### config.mk
export PLATFORM = sky130hd
export DESIGN_NAME = softmax_stream
export DESIGN_NICKNAME = d
export VERILOG_FILES = /design/src/rtl/softmax_stream.sv
export SDC_FILE = /design/constraint.sdc
export NUM_CORES = 1
export LEC_CHECK = 0
export ABC_AREA = 1
export ABC_CLOCK_PERIOD_IN_PS = 4900
export BUFFER_PORTS_ARGS = -buffer_cell sky130_fd_sc_hd__clkbuf_2
export CAP_MARGIN = 5
export CELL_PAD_IN_SITES_DETAIL_PLACEMENT = 1
export CELL_PAD_IN_SITES_GLOBAL_PLACEMENT = 1
export CORE_ASPECT_RATIO = 1.5
export CORE_MARGIN = 2
export CORE_UTILIZATION = 44
export CTS_CLUSTER_DIAMETER = 50
export CTS_CLUSTER_SIZE = 8
export DETAILED_ROUTE_END_ITERATION = 8
export HOLD_SLACK_MARGIN = 0.12
export PLACE_DENSITY_LB_ADDON = 0.15
export SLEW_MARGIN = 20
export SYNTH_ARGS = -nofsm -noshare
export SYNTH_HDL_FRONTEND = slang
export SYNTH_SLANG_ARGS = --single-unit
### constraint.sdc
create_clock -name clk -period 4.9 [get_ports clk]
set_clock_uncertainty 0.2 [all_clocks]
set_input_delay 0.98 -clock clk [delete_from_list [all_inputs] [get_ports clk]]
set_output_delay 0.98 -clock clk [all_outputs]
set_load 0.02 [all_outputs]
### src/rtl/softmax_stream.sv
// rtl/softmax_stream.sv - streaming base-2 softmax with max subtraction and a restoring divider
module softmax_stream #(
  parameter int N      = 10,
  parameter int DATA_W = 8,
  parameter int EXP_W  = 16,
  parameter int OUT_W  = 8,
  parameter int SUM_W  = EXP_W + $clog2(N)
) (
  input  logic              clk,
  input  logic              rst_n,
  input  logic              in_valid,
  output logic              in_ready,
  input  logic [DATA_W-1:0] in_data,
  output logic              out_valid,
  input  logic              out_ready,
  output logic [OUT_W-1:0]  out_data,
  output logic              out_last,
  output logic              busy
);

  localparam int IDX_W = (N > 1) ? $clog2(N) : 1;
  localparam int CNT_W = (OUT_W > 1) ? $clog2(OUT_W) : 1;
  localparam int BUF_W = (DATA_W > EXP_W) ? DATA_W : EXP_W;
  localparam int NUM_W = EXP_W + OUT_W;
  localparam logic [IDX_W-1:0] LAST_IDX = IDX_W'(N - 1);
  localparam logic [CNT_W-1:0] LAST_BIT = CNT_W'(OUT_W - 1);
  localparam logic [EXP_W-1:0] E_MAX    = '1;

  typedef enum logic [1:0] {LOAD, EXP, DIV, OUT} state_t;
  state_t state, state_nxt;

  // Slot i holds the logit during LOAD/EXP and its exponential afterwards.
  logic [BUF_W-1:0] buffer [N];

  logic [IDX_W-1:0]         k;
  logic [IDX_W-1:0]         i;
  logic signed [DATA_W-1:0] m;
  logic [SUM_W-1:0]         sum;
  logic [SUM_W-1:0]         rem;
  logic [OUT_W-1:0]         num_lo;
  logic [OUT_W-1:0]         q;
  logic [CNT_W-1:0]         div_cnt;

  logic signed [DATA_W-1:0] x_in;
  logic signed [DATA_W-1:0] x_cur;
  logic [DATA_W:0]          d;
  logic [EXP_W-1:0]         e_cur;
  logic [IDX_W-1:0]         pre_idx;
  logic [EXP_W-1:0]         pre_e;
  logic [NUM_W-1:0]         pre_num;
  logic [SUM_W:0]           trial;
  logic                     trial_ge;
  logic                     in_fire;

  // Exponential of the current element and divider operand preparation.
  always_comb begin
    x_in     = signed'(in_data);
    x_cur    = signed'(buffer[i][DATA_W-1:0]);
    d        = {m[DATA_W-1], m} - {x_cur[DATA_W-1], x_cur};
    e_cur    = '0;
    if (32'(d) < 32'(EXP_W)) begin
      e_cur = E_MAX >> d;
    end
    // Next element to divide: slot 0 when leaving EXP, else the one after i.
    pre_idx  = (state == EXP || i == LAST_IDX) ? '0 : i + 1'b1;
    pre_e    = buffer[pre_idx][EXP_W-1:0];
    // e * (2^OUT_W - 1); the top EXP_W bits are already below S, so they seed
    // the remainder and only the low OUT_W bits need shifting in.
    pre_num  = {pre_e, {OUT_W{1'b0}}} - NUM_W'(pre_e);
    trial    = {rem, num_lo[OUT_W-1]};
    trial_ge = (trial >= {1'b0, sum});
  end

  // FSM next state and handshake outputs.
  always_comb begin
    state_nxt = state;
    in_ready  = 1'b0;
    out_valid = 1'b0;
    out_data  = '0;
    out_last  = 1'b0;
    busy      = 1'b1;
    case (state)
      LOAD: begin
        in_ready = 1'b1;
        busy     = (k != '0);
        if (in_valid && k == LAST_IDX) state_nxt = EXP;
      end
      EXP: begin
        if (i == LAST_IDX) state_nxt = DIV;
      end
      DIV: begin
        if (div_cnt == LAST_BIT) state_nxt = OUT;
      end
      OUT: begin
        out_valid = 1'b1;
        out_data  = q;
        out_last  = (i == LAST_IDX);
        if (out_ready) state_nxt = (i == LAST_IDX) ? LOAD : DIV;
      end
      default: state_nxt = LOAD;
    endcase
  end

  assign in_fire = in_valid && in_ready;

  // State register.
  always_ff @(posedge clk) begin
    if (!rst_n) state <= LOAD;
    else        state <= state_nxt;
  end

  // Element buffer: logits written in LOAD, replaced by exponentials in EXP.
  always_ff @(posedge clk) begin
    if (state == LOAD && in_valid) buffer[k] <= BUF_W'(in_data);
    else if (state == EXP)         buffer[i] <= BUF_W'(e_cur);
  end

  // Counters, running max, accumulator and bit-serial divider.
  always_ff @(posedge clk) begin
    if (!rst_n) begin
      k       <= '0;
      i       <= '0;
      m       <= '0;
      sum     <= '0;
      rem     <= '0;
      num_lo  <= '0;
      q       <= '0;
      div_cnt <= '0;
    end else begin
      case (state)
        LOAD: begin
          if (in_fire) begin
            if (k == '0 || x_in > m) m <= x_in;
            if (k != LAST_IDX) k <= k + 1'b1;
          end
        end
        EXP: begin
          sum <= sum + SUM_W'(e_cur);
          if (i == LAST_IDX) begin
            i       <= '0;
            rem     <= SUM_W'(pre_num[NUM_W-1:OUT_W]);
            num_lo  <= pre_num[OUT_W-1:0];
            div_cnt <= '0;
          end else begin
            i <= i + 1'b1;
          end
        end
        DIV: begin
          // The remainder stays below S, so the low SUM_W bits are exact.
          rem     <= trial_ge ? (trial[SUM_W-1:0] - sum) : trial[SUM_W-1:0];
          q       <= {q[OUT_W-2:0], trial_ge};
          num_lo  <= {num_lo[OUT_W-2:0], 1'b0};
          div_cnt <= (div_cnt == LAST_BIT) ? '0 : div_cnt + 1'b1;
        end
        OUT: begin
          if (out_ready) begin
            if (i == LAST_IDX) begin
              i   <= '0;
              k   <= '0;
              m   <= '0;
              sum <= '0;
            end else begin
              i       <= i + 1'b1;
              rem     <= SUM_W'(pre_num[NUM_W-1:OUT_W]);
              num_lo  <= pre_num[OUT_W-1:0];
              div_cnt <= '0;
            end
          end
        end
        default: ;
      endcase
    end
  end

endmodule

# Yosys cells after proc, flatten, opt, wreduce, memory -nomap -nowiden
# Memories as Yosys holds them, arrays and structs flattened. A register that Yosys moved wholly into a read port is not among the register bits.
# Index checks and enable logic that the tools add are counted.
[classes]
addsub = 7
order_cmp = 3
n_eq_ne = 16
n_shift = 1
n_mux = 53
reduce_logical = 18
[op_table]
columns = ["cell", "count"]
rows = [
  ["2-to-1 mux 20 bit", 6],
  ["2-to-1 mux 8 bit", 8],
  ["case mux 20 bit (3 select lines)", 1],
  ["2-to-1 mux 4 bit", 10],
  ["case mux 20 bit (2 select lines)", 1],
  ["2-to-1 mux 16 bit", 2],
  ["case mux 8 bit (3 select lines)", 1],
  ["subtractor 24 x 16 -> 24 bit", 1],
  [">= comparator 21 x 20 -> 1 bit", 1],
  ["adder 20 x 16 -> 20 bit", 1],
  ["subtractor 20 bit", 1],
  ["case mux 4 bit (2 select lines)", 2],
  ["case mux 8 bit (2 select lines)", 1],
  ["OR reduction 16 bit", 1],
  [">> shifter 16 x 9 -> 16 bit (first input constant)", 1],
  ["!= test 2 bit (second input constant)", 7],
  ["2-to-1 mux 3 bit", 4],
  ["2-to-1 mux 1 bit", 10],
  ["2-to-1 mux 2 bit", 5],
  ["AND reduction 5 bit", 2],
  ["less-than comparator 9 x 5 -> 1 bit (second input constant)", 1],
  ["case mux 3 bit (3 select lines)", 1],
  ["subtractor 8 x 8 -> 9 bit", 1],
  ["adder 4 x 1 -> 4 bit (second input constant)", 2],
  ["19 further kinds", 27],
]
[word_totals]
register_bits = 77
mem_bits_rw = 160
in_bits = 12
output_inout_bits = 12
memories = 1
[mem_list]
columns = ["memory", "depth", "word_bits", "rd", "rd_ports_with_merged_regs", "write_ports", "line_no", "source"]
rows = [
  ["buffer", 10, 16, 2, 1, 1, "33", "logic [BUF_W-1:0] buffer [N];"],
]

# Logic depth before layout (Yosys ltp)
# Gate-level depths: netlist of the first run.
# An unclocked memory read counts as a cell.
[depth]
word_depth = 8
depth_mapped = 39

# Worst setup path before layout of the first run
# Ideal clock, no wire load.
[synth_path]
path_kind = "register to register"
start = "reg (tool-made name)"
end = "reg sum[19]"
setup_time_ns = 0.119
arrival_time_ns = 4.742
required_time_ns = 4.581
path_slack_ns = -0.162
path_stages_with_launch = 32
path_buffers = 2
cell_sequence = "dfxtp_1 clkbuf_1 clkbuf_1 mux2i_1 o211ai_1 a31o_2 ha_1 fa_1 o211ai_1 nand2_1 nand2_1 a21oi_1 a21oi_1 nor2_1 nand3_1 inv_1 o21ai_1 inv_1 o21ai_0 a21oi_1 ha_1 nand2_1 nor2_1 o21ai_0 o211ai_1 nor2_1 o21ai_0 a21oi_1 o21ai_0 nand3_1 o21ai_0 a21oi_1"
[synth_lines]
columns = ["element", "line_no", "source"]
rows = [
  ["to (signal assigned)", "138", "sum <= sum + SUM_W'(e_cur);"],
  ["to (decl)", "38", "logic [SUM_W-1:0] sum;"],
]

==> impl_results.md, run 1 <==
* Largest net degree at the start of global routing at 50
* Die X at 153 um
* Die Area at 35,000 um^2
* Row cnt at 82
* Vias in the first global route at 15,300
* Total CTS buffers at 37
* Initial antenna violation count at 0
* Post-DP HPWL at 38,500 um
* Post-synth ARST share at 0%
* Synthesized flop and latch total at 241
* Worst slew pin tran at 0.996 ns
* Post-synth EDFFs at 160
* Comb pwr share at 11.7%
* Clock root cell: clkbuf_16
* Failing checks: setup timing
* Setup crit end kind: register
* P_leak at 7.77 nW
* Peak Freq at 0.199 GHz
* Flip-flop and latch area at 6430 um^2
* DRC viols at 0
* Type of the worst min-delay path: reg2reg
* Core area at 33,100 um^2
* Most common library cells after synthesis: nand2_1, inv_1, nand3_1
* Synth Net Count at 1,962
* Pre-Repair DR Iteration Count at 4
* Clk_lat worst skew at 0.55 ns
* Total grt overflow at 0
* Vias per cell at 5.72
* Pwr dens at 302 nW/um^2
* Int Power at 3.96 mW
* Port bufs at 23
* Post-Place Worst Slack at -0.383 ns
* Final setup fails at 5
* Peak VDD IR at 0.218 mV
* CTS Sinks at 241
* CP Class: reg2reg
* DRT Wirelength at 53,700 um
* Top-count cell post-synth: nand2_1
* Starting DRT DRC Count at 643
* Ys flop type: edfxtp_1
* Wire length per cell at 22.0 um
* Multi-input gate area at 7240 um^2
* Max incr delay on CP at 0.40 ns
* Slew Limit Headroom at 33.4%
* CP Max Fanout at 6
* Seq pwr share at 41.5%
* H-tree depth at 2
* RSZ-0062 raised after global routing: true
* CTS tree: done
* Clock power share at 46.8%
* Syn Inst Count at 1,878
* Crit path max-delay cell type: dfxtp_4
* Required time worst endpoint at 5.10 ns
* Syn. warnings at 0
* Final worst setup slack at -0.116 ns
* Syn Area/Cell at 7.84 um^2
* Max_cap viols at 0
* Fillers at 4,095
* Final Hold Viols at 0
* Diode count at 0
* Yosys cell types at 50
* GRT Util Overall at 30.2%
* Total Power at 5.34 mW
* First-pass GRT wire length at 82,800 um
* Post-Route Utilization at 53.3%
* Period Utilization, post-route at 102%
* Mapped cell area at 14,700 um^2
* Fin Hold WS at 0.275 ns
* Psw at 1.38 mW
* Top post-synthesis cells by area: edfxtp_1, dfxtp_1, nand2_1, inv_1, nand3_1
* Initial Util at 44.4%
* RD Place Congestion at 0.933
* Reg clk slew, reported paths at 0.05 ns
* Final #Nets at 2,086
* Die height at 228 um
* Sw frac at 25.8%
* Vias at 14,000
* Status: finished, violations left
* Share of cells above drive strength 1 at 17.1%
* Post-route ant nets at 0
* Seq/Total Area, Yosys at 43.7%
* Layout overhead on the synthesized area at 20.0%
* Yosys top cell area share at 32.6%
* Fin. max-slew vios at 0
* Num ports at 24
* Startpoint types: register
* Final min period at 5.02 ns
* Longest Clk Path Bufs at 3
* Worst EP arrival at 5.21 ns
* # hold bufs at CTS at 0
* Post-synth top area cell: edfxtp_1
## logic make-up after synthesis
family	count (synthesis)	synth area share (%)
fa+ha+maj	72	6.27
buf+inv	361	9.95
simple gates	814	24.8
compound gates	363	13.7
mux	2	0.136
flops	241	43.7
xor+xnor	25	1.49
## path summary, 6_finish.rpt
path                                from  slack (ns)       to  cells past startpoint
worst max register to register  register       -0.12  sum[13]                     32
worst max-delay path            register       -0.12  sum[13]                     32
worst min register to register      q[1]        0.27     q[2]                      2
worst min-delay path                q[1]        0.27     q[2]                      2
## metrics by stage
stage | setup TNS, ns | area (um^2) | cells
2_1_floorplan | 0 | 14700 | 1878
3_3_place_gp | -0.378 | 16000 | 2364
3_5_place_dp | -2.30 | 16000 | 2364
4_1_cts | -0.00270 | 17200 | 2435
5_1_grt | -3.57 | 17700 | 2446
6_report | -0.244 | 17700 | 2446
## worst max-delay path, delay by kind of cell (launching register included)
family / cells / cell delay [ns]
buffers and inverters: 5 / 0.54
AND/OR/NAND/NOR: 12 / 1.11
adder cells (fa/ha/maj): 3 / 0.81
AO/OA/AOI/OAI: 11 / 1.62
flip-flops: 1 / 0.40
multiplexers: 1 / 0.18
## cell usage in the layout (no fill, tap or decap), types with 9 or more instances in the layout
cell and instances:
or2_2 9, nor2_2 20, clkbuf_1 20, edfxtp_1 160, nand2_2 23, a31oi_1 13, nand3_1 165, buf_4 128
nand4_1 54, clkbuf_16 39, nand3_2 13, o21ai_1 24, nand2_1 330, o21ai_0 87, xor2_1 10, nor3_1 10
xnor2_1 15, ha_1 62, a211oi_1 16, clkbuf_2 23, inv_2 15, o221ai_1 10, o211ai_1 21, inv_1 263
a21oi_1 146, a21oi_2 12, nor2_1 157, dfxtp_1 79
## power by group through the flow
stage / clock network, mW / logic [mW] / registers [mW]
after global routing: 2.60 / 0.681 / 2.21
after global placement: 0 / 0.502 / 2.25
after floorplan: 0 / 0.289 / 2.25
after detailed placement: 0 / 0.517 / 2.25
final: 2.50 / 0.627 / 2.21
after CTS: 2.54 / 0.548 / 2.21
## sequential cells by signal, indices dropped and copies added, names as in the netlist, named ones only
signal   count
num_lo       8
rem         20
sum         20
q            8
i            4
buffer     160
state        2
m            8
div_cnt      3
k            4
## metal layers
layer | up-vias | global-route usage, % | part of all wire (%)
met5 | - | 0 | 0
met4 | 0 | 17.8 | 6.5
met3 | 195 | 3.48 | 3.4
met2 | 363 | 57.6 | 54
met1 | 6852 | 31.3 | 36
li1 | 6577 | - | -
## layout make-up
type                       instances  area share [%]
tap                              420            2.97
multi-input combinational       1276            41.0
timing repair buffer             164            7.22
clock inverter                     4           0.425
clock buffer                      59            5.95
inverter                         282            6.02
sequential                       241            36.4
## what timing repair did
item                       CTS  global route
gates resized for setup     30            94
pin swaps                    6            43
buffers inserted             8            12
setup endpoints to repair   11            13
Power figures use the tool's default switching activity.
==> run 2: changes to the inputs <==
--- a/config.mk
+++ b/config.mk
@@ -6,7 +6,7 @@
 export NUM_CORES = 1
 export LEC_CHECK = 0
 export ABC_AREA = 1
-export ABC_CLOCK_PERIOD_IN_PS = 4900
+export ABC_CLOCK_PERIOD_IN_PS = 4200
 export BUFFER_PORTS_ARGS = -buffer_cell sky130_fd_sc_hd__clkbuf_2
 export CAP_MARGIN = 5
 export CELL_PAD_IN_SITES_DETAIL_PLACEMENT = 1
==> constraint.sdc (replaced) <==
create_clock -name clk -period 4.2 [get_ports clk]
set_clock_uncertainty 0.2 [all_clocks]
set_input_delay 0.84 -clock clk [delete_from_list [all_inputs] [get_ports clk]]
set_output_delay 0.84 -clock clk [all_outputs]
set_load 0.02 [all_outputs]
==> impl_results.md, run 2 (synthesis gave the netlist of run 1 again) <==
* GRT Util Overall at 30.6%
* Comb pwr share at 11.8%
* RD Place Congestion at 0.951
* Largest register FFs at 160
* Fillers at 4,014
* Diode count at 0
* Largest regs: buffer (160), rem (20), sum (20)
* Sw frac at 25.3%
* Placed Cells at 2,401
* Post-DP HPWL at 38,100 um
* Layout overhead on the synthesized area at 24.0%
* Clock root cell: clkbuf_16
* Clk_lat worst skew at 0.55 ns
* Vias at 14,200
* Vias per cell at 5.70
* Clock power share at 47.5%
* First-pass GRT wire length at 83,700 um
* Pre-Repair DR Iteration Count at 5
* Crit path max-delay cell type: dfxtp_4
* CP Buf/Inv Count at 6
* Final worst setup slack at -0.913 ns
* Delay-heaviest family, CP: simple AND/OR/NAND/NOR gates
* Total Neg Setup Slack at -20.59 ns
* Wire length per cell at 22.0 um
* Final min period at 5.11 ns
* P_leak at 8.07 nW
* Fin Hold WS at 0.265 ns
* Row cnt at 82
* Worst slew pin tran at 0.787 ns
* Psw at 1.61 mW
* Num ports at 24
* # hold bufs at CTS at 0
* Port bufs at 23
* Starting DRT DRC Count at 722
* Total Power at 6.35 mW
* Setup crit end kind: register
* Longest Clk Path Bufs at 3
* Max_cap viols at 0
* Max incr delay on CP at 0.39 ns
* Most frequent cells in the layout: nand2_1, inv_1, buf_4
* Post-Place Worst Slack at -0.947 ns
* Crit path top cell by count: nand2_1
* Initial antenna violation count at 0
* CP Class: reg2reg
* Vias in the first global route at 15,300
* Fin. max-slew vios at 0
* Required time worst endpoint at 4.47 ns
* Core area at 33,100 um^2
* DRT Wirelength at 54,900 um
* Flip-flop and latch area at 6430 um^2
* Die Area at 35,000 um^2
* Final #Nets at 2,143
* Fin cells at 2,497
* Slew Limit Headroom at 47.5%
* Most common cell after layout, fill and taps aside: nand2_1
* Largest net degree at the start of global routing at 41
* Total grt overflow at 0
* Multi-input gate area at 7310 um^2
* Total CTS buffers at 38
* Final setup fails at 79
* Peak Freq at 0.196 GHz
* Peak VDD IR at 0.310 mV
* Post-route ant nets at 0
* Reg clk slew, reported paths at 0.05 ns
* Type of the worst min-delay path: reg2reg
* Final Hold Viols at 0
* Period Utilization, post-route at 122%
* RSZ-0062 raised after global routing: true
* Die X at 153 um
* Die height at 228 um
* Int Power at 4.75 mW
* CP Max Fanout at 7
* DRC viols at 0
* H-tree depth at 2
* Initial Util at 44.4%
* Status: finished, violations left
* Worst EP arrival at 5.39 ns
* Seq pwr share at 40.7%
* Failing checks: setup timing
* Most flop-heavy register: buffer
* Startpoint types: register
* CTS Sinks at 241
* Pwr dens at 348 nW/um^2
* CTS tree: done
* Share of cells above drive strength 1 at 20.4%
run 2: changes by cell type in the layout (fill, tap and decap cells not counted), sizes merged:
cell	delta
buf	+54
bufinv	+2
clkinv	+1
clkinvlp	+1
clkbuf	-6
inv	-1
run 2: tightest hold or removal path: cells and delay by family, from the launching register on:
family / cells / cell delay (ns)
compound gates: 1 / 0.05
flops: 1 / 0.31
simple gates: 1 / 0.06
run 2: repair_timing:
action / in CTS / in global routing
gates resized for setup: 66 / 59
pin swaps: 30 / 23
gates cloned: 0 / 2
setup buffers: 27 / 10
setup endpoints to repair: 90 / 140
run 2: power by group through the flow:
stage / Combinational [mW] / Clock [mW] / Sequential (mW)
2_1_floorplan: 0.360 / 0 / 2.62
3_3_place_gp: 0.613 / 0 / 2.63
3_5_place_dp: 0.635 / 0 / 2.63
4_1_cts: 0.698 / 3.05 / 2.59
5_1_grt: 0.817 / 3.15 / 2.59
6_report: 0.751 / 3.02 / 2.59
run 2: final cells by class:
cell class,instances,share of cell area (%)
Timing Repair Buffer,220,9.56
Multi-Input combinational cell,1276,40.1
Inverter,282,5.85
Sequential cell,241,35.2
Tap cell,420,2.88
Clock buffer,51,5.65
Clock inverter,7,0.740
run 2: metrics by stage:
stage	instance area [um^2]	utilization, %
after floorplan	14900	-
after global routing	18300	55.1
after detailed placement	16300	49.3
after global placement	16300	49.3
final	18300	55.1
after CTS	17900	54.1
run 2: worst paths after layout:
path / slack [ns] / startpoint / to / cells past startpoint
setup / recovery: -0.91 / register / sum[18] / 37
hold / removal: 0.27 / div_cnt[1] / div_cnt[1] / 2
setup reg to reg: -0.91 / register / sum[18] / 37
hold reg to reg: 0.27 / div_cnt[1] / div_cnt[1] / 2
run 2: layer usage:
| layer | wire length, um | global-route usage [%] |
|---|---|---|
| met1 | 20200 | 33.3 |
| met2 | 29400 | 57.8 |
| met3 | 2050 | 3.27 |
| met4 | 3300 | 16.1 |
| met5 | 0 | 0 |
==> run 3: changes to the inputs <==
--- a/config.mk
+++ b/config.mk
@@ -6,14 +6,14 @@
 export NUM_CORES = 1
 export LEC_CHECK = 0
 export ABC_AREA = 1
-export ABC_CLOCK_PERIOD_IN_PS = 4200
+export ABC_CLOCK_PERIOD_IN_PS = 6100
 export BUFFER_PORTS_ARGS = -buffer_cell sky130_fd_sc_hd__clkbuf_2
 export CAP_MARGIN = 5
 export CELL_PAD_IN_SITES_DETAIL_PLACEMENT = 1
 export CELL_PAD_IN_SITES_GLOBAL_PLACEMENT = 1
 export CORE_ASPECT_RATIO = 1.5
 export CORE_MARGIN = 2
-export CORE_UTILIZATION = 44
+export CORE_UTILIZATION = 52
 export CTS_CLUSTER_DIAMETER = 50
 export CTS_CLUSTER_SIZE = 8
 export DETAILED_ROUTE_END_ITERATION = 8
==> constraint.sdc (replaced) <==
create_clock -name clk -period 6.1 [get_ports clk]
set_clock_uncertainty 0.2 [all_clocks]
set_input_delay 1.22 -clock clk [delete_from_list [all_inputs] [get_ports clk]]
set_output_delay 1.22 -clock clk [all_outputs]
set_load 0.02 [all_outputs]
==> impl_results.md, run 3 (synthesis gave the netlist of run 1 again) <==
* Vias in the first global route at 15,000
* DRT Wirelength at 52,000 um
* WL met2 at 27,400 um
* CTS tree: done
* Fillers at 3,477
* Pre-Repair DR Iteration Count at 7
* Sw frac at 25.6%
* Reg clk slew, reported paths at 0.05 ns
* Worst EP arrival at 5.89 ns
* Post-Place Worst Slack at 0.190 ns
* Largest regs: buffer (160), rem (20), sum (20)
* CP Max Fanout at 15
* Total CTS buffers at 36
* Delay-heaviest family, CP: simple AND/OR/NAND/NOR gates
* Die Area at 29,700 um^2
* Wire length on met1 at 18,200 um
* CP Class: reg2reg
* Slew Limit Headroom at 35.0%
* RSZ-0062 raised after global routing: false
* Metal3 WL at 2490 um
* Peak VDD IR at 0.189 mV
* Row cnt at 75
* CP endpoint: sum[18]
* Worst slew pin tran at 0.972 ns
* Largest net degree at the start of global routing at 64
* Period Utilization, post-route at 92.4%
* Status: completed
* Total Power at 3.98 mW
* Final setup fails at 0
* Pwr dens at 246 nW/um^2
* Post-route ant nets at 0
* Final #Nets at 1,975
* Final Hold Viols at 0
* Comb pwr share at 9.0%
* Core area at 27,900 um^2
* Max_cap viols at 0
* Total grt overflow at 0
* Initial antenna violation count at 0
* Clk_lat worst skew at 0.53 ns
* Worst path depth at 33
* CTS Sinks at 241
* Post-DP HPWL at 36,000 um
* Type of the worst min-delay path: reg2reg
* Port bufs at 23
* GRT Util Overall at 35.1%
* P_leak at 7.10 nW
* Most common cell after layout, fill and taps aside: nand2_1
* Initial Util at 52.8%
* Clock power share at 46.3%
* Required time worst endpoint at 6.35 ns
* Layout overhead on the synthesized area at 9.85%
* Vias at 14,000
* Max incr delay on CP at 0.74 ns
* Wire length per cell at 23.0 um
* Peak Freq at 0.177 GHz
* Total Neg Setup Slack at 0 ns
* Longest Clk Path Bufs at 3
* RD Place Congestion at 0.922
* Starting DRT DRC Count at 881
* Startpoint types: register
* Die height at 210 um
* CP Buf/Inv Count at 3
* Vias per cell at 6.18
* Reg2Reg Capture Point: sum[18]
* Psw at 1.02 mW
* DRC viols at 0
* Flip-flop and latch area at 6430 um^2
* Die X at 141 um
* Largest register FFs at 160
* Fin. max-slew vios at 0
* Diode count at 0
* Share of cells above drive strength 1 at 8.42%
* Multi-input gate area at 6880 um^2
* Seq pwr share at 44.7%
* Worst R2R Path Depth at 33
* Most flop-heavy register: buffer
* Num ports at 24
* Most frequent cells in the layout: nand2_1, inv_1, nand3_1
* H-tree depth at 2
* # hold bufs at CTS at 0
* Final min period at 5.64 ns
* Crit path max-delay cell type: dfxtp_1
* Final worst setup slack at 0.464 ns
* Top Metal Used: met4
* Int Power at 2.96 mW
* Crit path top cell by count: nand2_1
* Clock root cell: clkbuf_16
* Setup crit end kind: register
* Flop2flop setup slack at 0.46 ns
* First-pass GRT wire length at 80,400 um
run 3: changes by cell type in the layout (fill, tap and decap cells not counted), moves of 9 or more:
cell	delta
clkbuf_1	+9
o21ai_1	-11
ha_1	+11
nor2_2	-9
nand2_2	-14
nand2_1	+17
buf_4	-148
a21oi_1	+28
o21ai_0	+18
ha_4	-10
buf_6	-9
nor2_1	+9
a21oi_2	-26
run 3: how the worst min path moves through the flow:
stage | from | endpoint | slack, ns | cells after the start
2_1_floorplan | q[1] | q[2] | 0.24 | 2
3_3_place_gp | div_cnt[1] | div_cnt[1] | 0.25 | 2
3_5_place_dp | div_cnt[1] | div_cnt[1] | 0.26 | 2
4_1_cts | div_cnt[1] | div_cnt[1] | 0.27 | 2
5_1_grt | div_cnt[1] | div_cnt[1] | 0.29 | 2
6_report | div_cnt[1] | div_cnt[1] | 0.27 | 2
run 3: worst reg2reg max path, delay by kind of cell (launching register included):
kind,cells,cell delay (ns)
buf+inv,3,0.31
fa+ha+maj,3,1.00
flops,1,0.74
compound gates,9,1.67
simple gates,18,1.67
run 3: through the flow:
stage          util, %  instance area [um^2]  std cells  hold slack [ns]
2_1_floorplan        -                 14700       1878            0.241
3_5_place_dp      54.2                 15100       2197            0.262
6_report          58.0                 16200       2259            0.267
5_1_grt           58.0                 16200       2259            0.291
3_3_place_gp      54.2                 15100       2197            0.252
4_1_cts           57.8                 16100       2257            0.269
run 3: what timing repair did:
action / in CTS / in global routing
setup endpoints to repair: 0 / 9
endpoints found under the hold margin: 0 / 0
setup buffers: 0 / 2
resized for setup: 0 / 11
run 3: power groups by stage:
stage | Combinational, mW | Sequential, mW | Clock [mW]
6_report | 0.360 | 1.78 | 1.84
5_1_grt | 0.396 | 1.78 | 1.90
4_1_cts | 0.344 | 1.78 | 1.85
3_5_place_dp | 0.337 | 1.81 | 0
3_3_place_gp | 0.320 | 1.81 | 0
2_1_floorplan | 0.232 | 1.80 | 0
run 3: per-layer routing:
| layer | track usage (%) | vias up |
|---|---|---|
| met2 | 65.1 | 508 |
| li1 | - | 6362 |
| met3 | 4.86 | 250 |
| met1 | 36.3 | 6833 |
| met4 | 23.6 | 0 |
| met5 | 0 | - |
run 3: area by class of cell:
type	instances	share of cell area, %
repair buffers	54	2.17
flip-flops and latches	241	39.8
clock buffers	56	6.04
well taps	346	2.68
inverters	282	6.56
multi-input cells	1276	42.6
clock inverters	4	0.217
